[src/rtl/string_swap_seq.sv]
// Byte-serial string reversal with optional NUL compaction.
// Define STRING_SWAP_COMPACT_EN to pack non-NUL bytes toward byte 0.
module string_swap_seq #(
  parameter int LEN = 32,
  parameter int LW  = $clog2(LEN/8+1)
) (
  input  logic           clk,
  input  logic           rst_n,
  input  logic           clr,
  input  logic           in_valid,
  output logic           in_ready,
  input  logic [LEN-1:0] in_data,
  output logic           out_valid,
  input  logic           out_ready,
  output logic [LEN-1:0] out_data,
  output logic [LW-1:0]  out_len,
  output logic           busy
);

  localparam int N = LEN / 8;

  typedef enum logic [1:0] {
    IDLE,
    RUN,
    DONE
  } state_t;

  state_t          r_state;
  logic [LEN-1:0]  r_src;
  logic [LEN-1:0]  r_dst;
  logic [LW-1:0]   r_idx;
  logic [LW-1:0]   r_len;
  logic            r_in_ready;
  logic            r_out_valid;
  logic            r_busy;
  logic [7:0]      w_byte;
  logic            w_nz;
  logic            w_wr;
  logic [LW-1:0]   w_ptr;

`ifdef STRING_SWAP_COMPACT_EN
  logic [LW-1:0]   r_wp;
  assign w_ptr = r_wp;
  assign w_wr  = w_nz;
`else
  assign w_ptr = r_idx;
  assign w_wr  = 1'b1;
`endif

  // Source shifts left each cycle, so the next character is always on top.
  assign w_byte = r_src[LEN-1 -: 8];
  assign w_nz   = |w_byte;

  always_ff @(posedge clk or negedge rst_n) begin
    if (!rst_n) begin
      r_state     <= IDLE;
      r_src       <= '0;
      r_dst       <= '0;
      r_idx       <= '0;
      r_len       <= '0;
      r_in_ready  <= 1'b1;
      r_out_valid <= 1'b0;
      r_busy      <= 1'b0;
`ifdef STRING_SWAP_COMPACT_EN
      r_wp        <= '0;
`endif
    end else if (clr) begin
      r_state     <= IDLE;
      r_idx       <= '0;
      r_in_ready  <= 1'b1;
      r_out_valid <= 1'b0;
      r_busy      <= 1'b0;
`ifdef STRING_SWAP_COMPACT_EN
      r_wp        <= '0;
`endif
      if (r_busy) begin
        r_dst <= '0;
        r_len <= '0;
      end
    end else begin
      unique case (r_state)
        IDLE: begin
          if (in_valid) begin
            r_src      <= in_data;
            r_dst      <= '0;
            r_idx      <= '0;
            r_len      <= '0;
            r_in_ready <= 1'b0;
            r_busy     <= 1'b1;
            r_state    <= RUN;
`ifdef STRING_SWAP_COMPACT_EN
            r_wp       <= '0;
`endif
          end
        end
        RUN: begin
          r_src <= r_src << 8;
          r_idx <= r_idx + LW'(1);
          if (w_wr) begin
            for (int b = 0; b < N; b++) begin
              if (w_ptr == LW'(b))
                r_dst[b*8 +: 8] <= w_byte;
            end
          end
          if (w_nz) begin
            r_len <= r_len + LW'(1);
`ifdef STRING_SWAP_COMPACT_EN
            r_wp  <= r_wp + LW'(1);
`endif
          end
          if (r_idx == LW'(N-1)) begin
            r_state     <= DONE;
            r_out_valid <= 1'b1;
          end
        end
        DONE: begin
          if (out_ready) begin
            r_state     <= IDLE;
            r_out_valid <= 1'b0;
            r_busy      <= 1'b0;
            r_in_ready  <= 1'b1;
          end
        end
        default: r_state <= IDLE;
      endcase
    end
  end

  assign in_ready  = r_in_ready;
  assign out_valid = r_out_valid;
  assign out_data  = r_dst;
  assign out_len   = r_len;
  assign busy      = r_busy;

endmodule

[config.mk]
export PLATFORM = sky130hd
export DESIGN_NAME = string_swap_seq
export DESIGN_NICKNAME = d
export VERILOG_FILES = /design/src/rtl/string_swap_seq.sv
export SDC_FILE = /design/constraint.sdc
export NUM_CORES = 1
export LEC_CHECK = 0
export ABC_AREA = 1
export ABC_CLOCK_PERIOD_IN_PS = 1700
export BUFFER_PORTS_ARGS = -buffer_cell sky130_fd_sc_hd__buf_2
export CORE_ASPECT_RATIO = 1.2
export CORE_MARGIN = 10
export CORE_UTILIZATION = 56
export CTS_BUF_LIST = sky130_fd_sc_hd__clkbuf_2 sky130_fd_sc_hd__clkbuf_4 sky130_fd_sc_hd__clkbuf_8
export DETAILED_ROUTE_END_ITERATION = 12
export PLACE_DENSITY = 0.78
export REMOVE_ABC_BUFFERS = 1
export SKIP_LAST_GASP = 1
export SLEW_MARGIN = 25
export SYNTH_ARGS = -nofsm -noshare
export SYNTH_HDL_FRONTEND = slang
export SYNTH_SLANG_ARGS = --single-unit
export TNS_END_PERCENT = 30
[constraint.sdc]
create_clock -name clk -period 1.7 [get_ports clk]
set_input_delay 0.17 -clock clk [delete_from_list [all_inputs] [get_ports clk]]
set_output_delay 0.17 -clock clk [all_outputs]
set_load 0.005 [all_outputs]
== Word level (Yosys, flattened, before mapping) ==
Cells that the tools add are included.

* Register bits: 75
* Bits of input ports: 37
* Output and inout port bits: 38
* Logic and storage cells: 78

* $add $sub $neg: 2
* Eq/ne operators: 14
* Muxes and demuxes: 33
* Bitwise logic cells: 1
* Reduce and logical (&&, ||, !) cells: 17

{| class="wikitable"
|+ Operators by type and width
! cell !! number
|-
| two-way mux 32 bit || 4
|-
| one-hot mux 32 bit (2 select lines) || 2
|-
| two-way mux 8 bit || 4
|-
| inequality test 3 bit, second input constant || 7
|-
| AND reduction 4 bit || 5
|-
| two-way mux 3 bit || 5
|-
| one-hot mux 3 bit (2 select lines) || 2
|-
| AND reduction 3 bit || 4
|-
| nonzero test 3 bit || 3
|-
| two-way mux 1 bit || 8
|-
| two-way mux 2 bit || 4
|-
| OR reduction 8 bit || 1
|-
| adder 3 x 1 -> 3 bit, second input constant || 2
|-
| == test 3 x 2 -> 1 bit, second input constant || 2
|-
| one-hot mux 1 bit (2 select lines) || 3
|-
| one-hot mux 2 bit (3 select lines) || 1
|-
| == test 3 x 1 -> 1 bit, second input constant || 1
|-
| zero test 3 bit || 1
|-
| == test 2 x 1 -> 1 bit, second input constant || 1
|-
| == test 2 bit, second input constant || 1
|-
| zero test 2 bit || 1
|-
| inequality test 2 x 1 -> 1 bit, second input constant || 1
|-
| inequality test 2 bit, second input constant || 1
|-
| AND reduction 2 bit || 1
|-
| other kinds (2) || 2
|}

== Depth between registers and ports, before layout ==
Gate-level depths: netlist (run 1).

* Depth after elaboration: 4
* Depth in mapped cells: 8
* Mapped depth without buffers: 7

== Least setup slack after synthesis (run 1) ==
Ideal clock, no wire load.

* Kind: register to register
* Start point: reg r_idx[0]
* End point: reg r_dst[26], in the netlist out_data[26]
* Setup time: 125 ps
* Arrival: 1,215 ps
* Data required time: 1,575 ps
* Slack: 360 ps
* Cell stages (with the launch flop): 8
* Path buffers: 1
* Period minus slack after synthesis: 1,340 ps
* Cell sequence: dfrtp_1 -> ha_1 -> ha_1 -> nor2_1 -> nand2_2 -> nand2_4 -> buf_6 -> o21ai_1

* Cells in the longest elaborated chain, start to end: 3

{| class="wikitable"
|+ RTL lines
! what !! line !! text
|-
| start, declared || 31 || <nowiki>logic [LW-1:0] r_idx;</nowiki>
|-
| start signal, assigned || 98 || <nowiki>r_idx <= r_idx + LW'(1);</nowiki>
|-
| == test 3 x 2 -> 1 bit || 101 || <nowiki>if (w_ptr == LW'(b))</nowiki>
|-
| inequality test 3 bit (no line) || -- ||
|-
| AND reduction 4 bit (no line) || -- ||
|-
| end signal, assigned by index || 102 || <nowiki>r_dst[b*8 +: 8] <= w_byte;</nowiki>
|-
| end, declared || 30 || <nowiki>logic [LEN-1:0] r_dst;</nowiki>
|}

No other way between the ends.
A chain may end at the register's enable or synchronous reset.

== Worst setup path after layout (run 1) ==
* Start point: reg r_state[1]
* End point: reg r_dst[2], in the netlist out_data[2]

* Cells in the longest elaborated chain, start to end: 3
* Elaborated cells between the ends (all ways): 8
* Classes of those cells: 3 x eq/ne; 2 x mux; 3 x reduce/logical

{| class="wikitable"
|+ RTL lines
! what !! line !! text
|-
| start, declared || 28 || <nowiki>state_t r_state;</nowiki>
|-
| start signal, assigned || 56 || <nowiki>r_state <= IDLE;</nowiki>
|-
| start signal, assigned || 68 || <nowiki>r_state <= IDLE;</nowiki>
|-
| start signal, assigned || 90 || <nowiki>r_state <= RUN;</nowiki>
|-
| == test 2 x 1 -> 1 bit or zero test 2 bit (tied branches) || 81 || <nowiki>unique case (r_state)</nowiki>
|-
| inequality test 3 bit (no line), or another cell as far along || -- ||
|-
| AND reduction 4 bit (no line) or two-way mux 32 bit (tied branches) || -- ||
|}

Several ways; a longest one is shown, not always the timed one.

==> results.cfg, run 1 <==
[timing]
tns_ns = 0
post-route-min-period_ns = 1.46
slew_viol_final = 0
hold_viol = 0
skew_ns = 0.00772
fmax_ghz = 0.686
finalSetupViolCount = 0
rsz0062_at_grt = no
worstMarginPinSlew_ns = 0.427
max_slew_margin_pct = 71.6
fin_crit_sh_pct = 85.7
setup_slack_ns = 0.243

[critical_path]
cp.arrival_ns = 1.72
critPathLaunchType = register
worstPathCellList = inv_1 > nand2_2 > nor2_4 > nand2_1 > nand2_4 > nand2_1 > o21ai_1
required_ns = 1.97
crit_family = simple AND/OR/NAND/NOR gates
crit_top_cell = nand2_1
path_max_fanout = 16
slowest_stage = dfrtp_1
cp-end-kind = register
critPathBufInv = 1
criticalPathCategory = reg -> reg
cp_slowest_stage_delay_ns = 0.43

[detailed_routing]
ant_nets = 0
wire_per_inst_um = 13.1
drc = 0
drtIter0Drc = 118
viasPerCell = 4.95
num_vias = 2772
drt_pass1_iterations = 4
wirelength_um = 7330

[floorplan]
die_w_um = 91.4
pin_count = 75
die_h_um = 106
die_area_mm2 = 0.00965
coreArea_mm2 = 0.00597
num_rows = 31
start_util_pct = 57.3

[synthesis]
syn-cell-area_mm2 = 0.00342
syn_inst = 399
synth-seq-cells = 75
synth.largest_area_cell = dfrtp_1
ys_seq_area_share_pct = 54.9
ys_types = 25
syn_avg_cell_area_um2 = 8.58
yosys-top-cells-area = dfrtp_1 (54%), nand2_1 (18%), o21ai_0 (6.1%), o21ai_1 (3.7%), inv_1 (3.0%)
synth_top_cell_area_share_pct = 54.1
yosysWarnings = 0

[pwr]
p_switching_w = 0.00248
netSwitchingFraction_pct = 38.1
combPwrFrac_pct = 34.8
pwr-share-clk_pct = 23.4
leakage_nw = 2.17
power.internal_w = 0.00403
power_density_mw_per_mm2 = 1600
p_seq_share_pct = 41.8
ir_drop_uv = 995

[grt]
track_usage_pct = 16.0
grt_pass1_wl_um = 12900
grt-ovfl-total = 0
grt_max_degree = 47
grt_pass1_vias = 2781
antenna_found_initial = 0

[cts]
tritoncts = done
clkSinkCount = 75
clk_pin_slew_ns = 0.08
cts_max_level = 3
cts-root-buf = clkbuf_8
clk_path_buf_depth = 2
numCtsBuffers = 9
post_cts_buffers = 0
clk_latency_ns = 0.34

[cells_and_area]
final_cells = 560
nets = 516
area_delta_synth_final_pct = 19.0
fin_util_pct = 68.2
final_area_mm2 = 0.00407
antennaDiodeCount = 0
drive_above_1_share_pct = 24.1

[placement]
hpwl_um = 5180
gp_congestion = 0.874
dpl_worst_slack_ns = 0.259
post-place-cells = 543
io_buffers = 74
placed_area_mm2 = 0.00384

[hold_path]
worst_hold_path_type = in -> reg

[job]
maxCapViolCount = 0

[outcome]
outcome = complete, no violations
layer usage:
| metal | track usage [%] | wire length (µm) |
|---|---|---|
| met5 | 0 | 0 |
| met4 | 6.05 | 108 |
| met3 | 5.61 | 576 |
| met2 | 25.6 | 3400 |
| met1 | 19.4 | 3240 |
cell usage in the layout, fill, tap and decap left out, types with 2 or more instances in the layout:
cell type,Yosys,final
nand2_2,2,2
nand3_1,6,6
bufinv_16,0,2
buf_2,8,73
clkinv_4,0,2
nor2_1,11,11
o21ai_1,25,25
o21ai_0,42,42
o21ai_2,8,8
buf_12,0,2
clkbuf_8,0,9
nand2_4,5,5
clkinvlp_4,0,2
nand2_1,166,166
buf_4,3,4
inv_1,27,27
ha_1,6,6
dfrtp_1,74,74
layout make-up:
type,instances,area [µm²]
multi-input combinational,279,1320
tap,82,103
inverter,28,105
fill,522,1900
clock inverter,7,101
timing repair buffer,80,445
sequential,75,1880
clock buffer,9,124
kinds of logic (layout without fill, tap and decap cells):
family                   count (synthesis)  in the layout  share of synthesized area, %
buffers and inverters                   45            124                          6.69
AND/OR/NAND/NOR                        194            194                          23.6
adder cells (fa/ha/maj)                  6              6                          2.19
XOR/XNOR                                 1              1                         0.256
AO/OA/AOI/OAI                           78             78                          12.4
flip-flops                              75             75                          54.9
stage by stage:
stage / total power (W) / hold WS, ns
6_report: 0.00652 / 0.0794
3_3_place_gp: 0.00493 / 0.137
2_1_floorplan: 0.00419 / -0.126
3_5_place_dp: 0.00503 / 0.143
4_1_cts: 0.00659 / 0.0719
5_1_grt: 0.00710 / 0.103
tightest hold or removal path: stages:
cell and delay (ns):
buf_2 0.09, nand2_1 0.05, o21ai_0 0.07
timing repair:
item / CTS / global route
hold buffers: 1 / 0
hold endpoints to repair: 30 / 0
resized for setup: 0 / 0
power groups by stage:
stage | registers, W | logic [W] | clock network [W]
finish | 0.00273 | 0.00227 | 0.00153
floorplan | 0.00272 | 0.00147 | 0
CTS | 0.00273 | 0.00231 | 0.00156
detailed placement | 0.00275 | 0.00228 | 0
global placement | 0.00273 | 0.00220 | 0
global route | 0.00281 | 0.00265 | 0.00164
sequential cells by signal, indices dropped and copies added (netlist names):
signal	count
r_src	32
r_idx	3
out_len	3
r_state	2
in_ready	1
out_data	32
out_valid	1
busy	1
cells in the mapped netlist, drive strengths merged:
| cell type | instances |
|---|---|
| nand2 | 174 |
| o21ai | 75 |
| dfrtp | 74 |
| inv | 28 |
| buf | 16 |
| nor2 | 13 |
| ha | 6 |
| nand3 | 6 |
| a21oi | 1 |
| clkbuf | 1 |
| dfstp | 1 |
| nand4 | 1 |
| o211ai | 1 |
| o22ai | 1 |
| xnor2 | 1 |
final timing paths:
check	cells past startpoint	start	endpoint	slack, ns
worst max register to register	7	r_state[1]$_DFFE_PN0P_	out_data[2]$_DFFE_PN0P_	0.24
max in group asynchronous	3	rst_n	r_src[11]$_DFFE_PN0P_	0.81
worst max-delay path	7	r_state[1]$_DFFE_PN0P_	out_data[2]$_DFFE_PN0P_	0.24
worst min register to register	2	in_ready$_DFFE_PN1P_	in_ready$_DFFE_PN1P_	0.47
worst min-delay path	3	in_data[2]	r_src[2]$_DFFE_PN0P_	0.08
min in group asynchronous	2	rst_n	out_len[1]$_DFFE_PN0P_	0.32
(Power assumes the default switching activity.)
==> run 2, diff against run 1 <==
--- a/config.mk
+++ b/config.mk
@@ -7,7 +7,7 @@
 export LEC_CHECK = 0
 export ABC_AREA = 1
 export ABC_CLOCK_PERIOD_IN_PS = 1700
-export BUFFER_PORTS_ARGS = -buffer_cell sky130_fd_sc_hd__buf_2
+export BUFFER_PORTS_ARGS = -buffer_cell sky130_fd_sc_hd__buf_4
 export CORE_ASPECT_RATIO = 1.2
 export CORE_MARGIN = 10
 export CORE_UTILIZATION = 56
==> results.cfg, run 2 (synthesis gave the netlist of run 1 again) <==
[placement]
hpwl_um = 5330
placed_area_mm2 = 0.00402
io_buffers = 74
dpl_worst_slack_ns = 0.262
gp_congestion = 0.855

[cells_and_area]
area_delta_synth_final_pct = 23.1
layout_commonest_cell = nand2_1
final_area_mm2 = 0.00421
final_cell_mix = nand2_1 (166), buf_4 (77), dfrtp_1 (74)
nets = 516
drive_above_1_share_pct = 24.1
antennaDiodeCount = 0

[grt]
grt-ovfl-total = 0
grt_pass1_vias = 2737
grt_max_degree = 47
track_usage_pct = 15.6
grt_pass1_wl_um = 12500
antenna_found_initial = 0

[cts]
ctsResizeCount = 0
clk_path_buf_depth = 2
clk_pin_slew_ns = 0.08
cts-root-buf = clkbuf_8
numCtsBuffers = 9
tritoncts = done
cts_max_level = 3
cts-hold-fix-buffers = 1
clkSinkCount = 75
post_cts_buffers = 0
clk_latency_ns = 0.36

[outcome]
outcome = complete, no violations

[pwr]
combPwrFrac_pct = 37.5
ir_drop_uv = 806
leakage_nw = 2.19
power.internal_w = 0.00390
netSwitchingFraction_pct = 39.2
p_switching_w = 0.00251
pwr-share-clk_pct = 19.9
power_w = 0.00641
p_seq_share_pct = 42.6
power_density_mw_per_mm2 = 1520

[timing]
skew_ns = 0.00613
post-route-min-period_ns = 1.45
rsz0062_at_grt = no
slew_viol_final = 0
hold_slack_ns = 0.0802
tns_ns = 0
worstMarginPinSlew_ns = 0.466
fin_crit_sh_pct = 85.2
hold_viol = 0
finalSetupViolCount = 0
setup_slack_ns = 0.252
fmax_ghz = 0.691
max_slew_margin_pct = 68.9

[floorplan]
coreArea_mm2 = 0.00597
die_area_mm2 = 0.00965
die_h_um = 106
start_util_pct = 57.3
die_w_um = 91.4
num_rows = 31
pin_count = 75

[detailed_routing]
num_vias = 2741
drc = 0
wirelength_um = 7270
viasPerCell = 4.89
wire_per_inst_um = 13.0
drtIter0Drc = 84
drt_pass1_iterations = 4
ant_nets = 0

[critical_path]
critPathLaunchType = register
cp-end-kind = register
criticalPathCategory = reg -> reg
path_max_fanout = 16
cp.arrival_ns = 1.73
required_ns = 1.98

[job]
maxCapViolCount = 0

[hold_path]
worst_hold_path_type = in -> reg
[run 2: cell types whose count changed in the layout (fill, tap and decap cells not counted), sizes merged]
cell,previous run,this run
inv,29,32
bufinv,2,0
clkinvlp,2,1
[run 2: layout make-up]
class | count | area [µm²]
timing repair buffer | 80 | 628
sequential | 75 | 1880
tap | 82 | 103
clock buffer | 9 | 124
multi-input combinational | 279 | 1320
fill | 517 | 1760
clock inverter | 7 | 60.1
inverter | 28 | 105
[run 2: power by group through the flow]
stage          Combinational [W]  Clock (W)  Sequential (W)
2_1_floorplan            0.00147          0         0.00272
3_3_place_gp             0.00234          0         0.00275
3_5_place_dp             0.00243          0         0.00277
4_1_cts                  0.00245    0.00131         0.00273
5_1_grt                  0.00278    0.00137         0.00281
6_report                 0.00240    0.00128         0.00273
[run 2: metrics by stage]
stage          util (%)  cells
2_1_floorplan         -    382
3_3_place_gp       67.3    543
3_5_place_dp       67.3    543
4_1_cts            70.5    560
5_1_grt            70.5    560
6_report           70.5    560
[run 2: layer usage]
| metal | global-route usage [%] | share of wire [%] | vias to the layer above |
|---|---|---|---|
| li1 | - | - | 1410 |
| met2 | 24.8 | 47 | 73 |
| met3 | 4.19 | 5.4 | 10 |
| met5 | 0 | 0 | - |
| met1 | 19.7 | 46 | 1248 |
| met4 | 6.73 | 1.6 | 0 |
[run 2: path summary, 6_finish.rpt]
kind / start / end / slack (ns) / cells past startpoint
setup / recovery: r_state[1]$_DFFE_PN0P_ / out_data[17]$_DFFE_PN0P_ / 0.25 / 7
hold / removal: in_data[5] / r_src[5]$_DFFE_PN0P_ / 0.08 / 3
setup reg to reg: r_state[1]$_DFFE_PN0P_ / out_data[17]$_DFFE_PN0P_ / 0.25 / 7
hold reg to reg: in_ready$_DFFE_PN1P_ / in_ready$_DFFE_PN1P_ / 0.47 / 2
max in group asynchronous: rst_n / in_ready$_DFFE_PN1P_ / 0.76 / 3
min in group asynchronous: rst_n / out_len[2]$_DFFE_PN0P_ / 0.31 / 2
[run 2: critical path, stage by stage, from the launching register on]
cell and delay, ns:
dfrtp_1 0.43, inv_1 0.10, nand2_2 0.08, nor2_4 0.25, nand2_1 0.14, nand2_4 0.20, nand2_1 0.09, o21ai_2 0.07
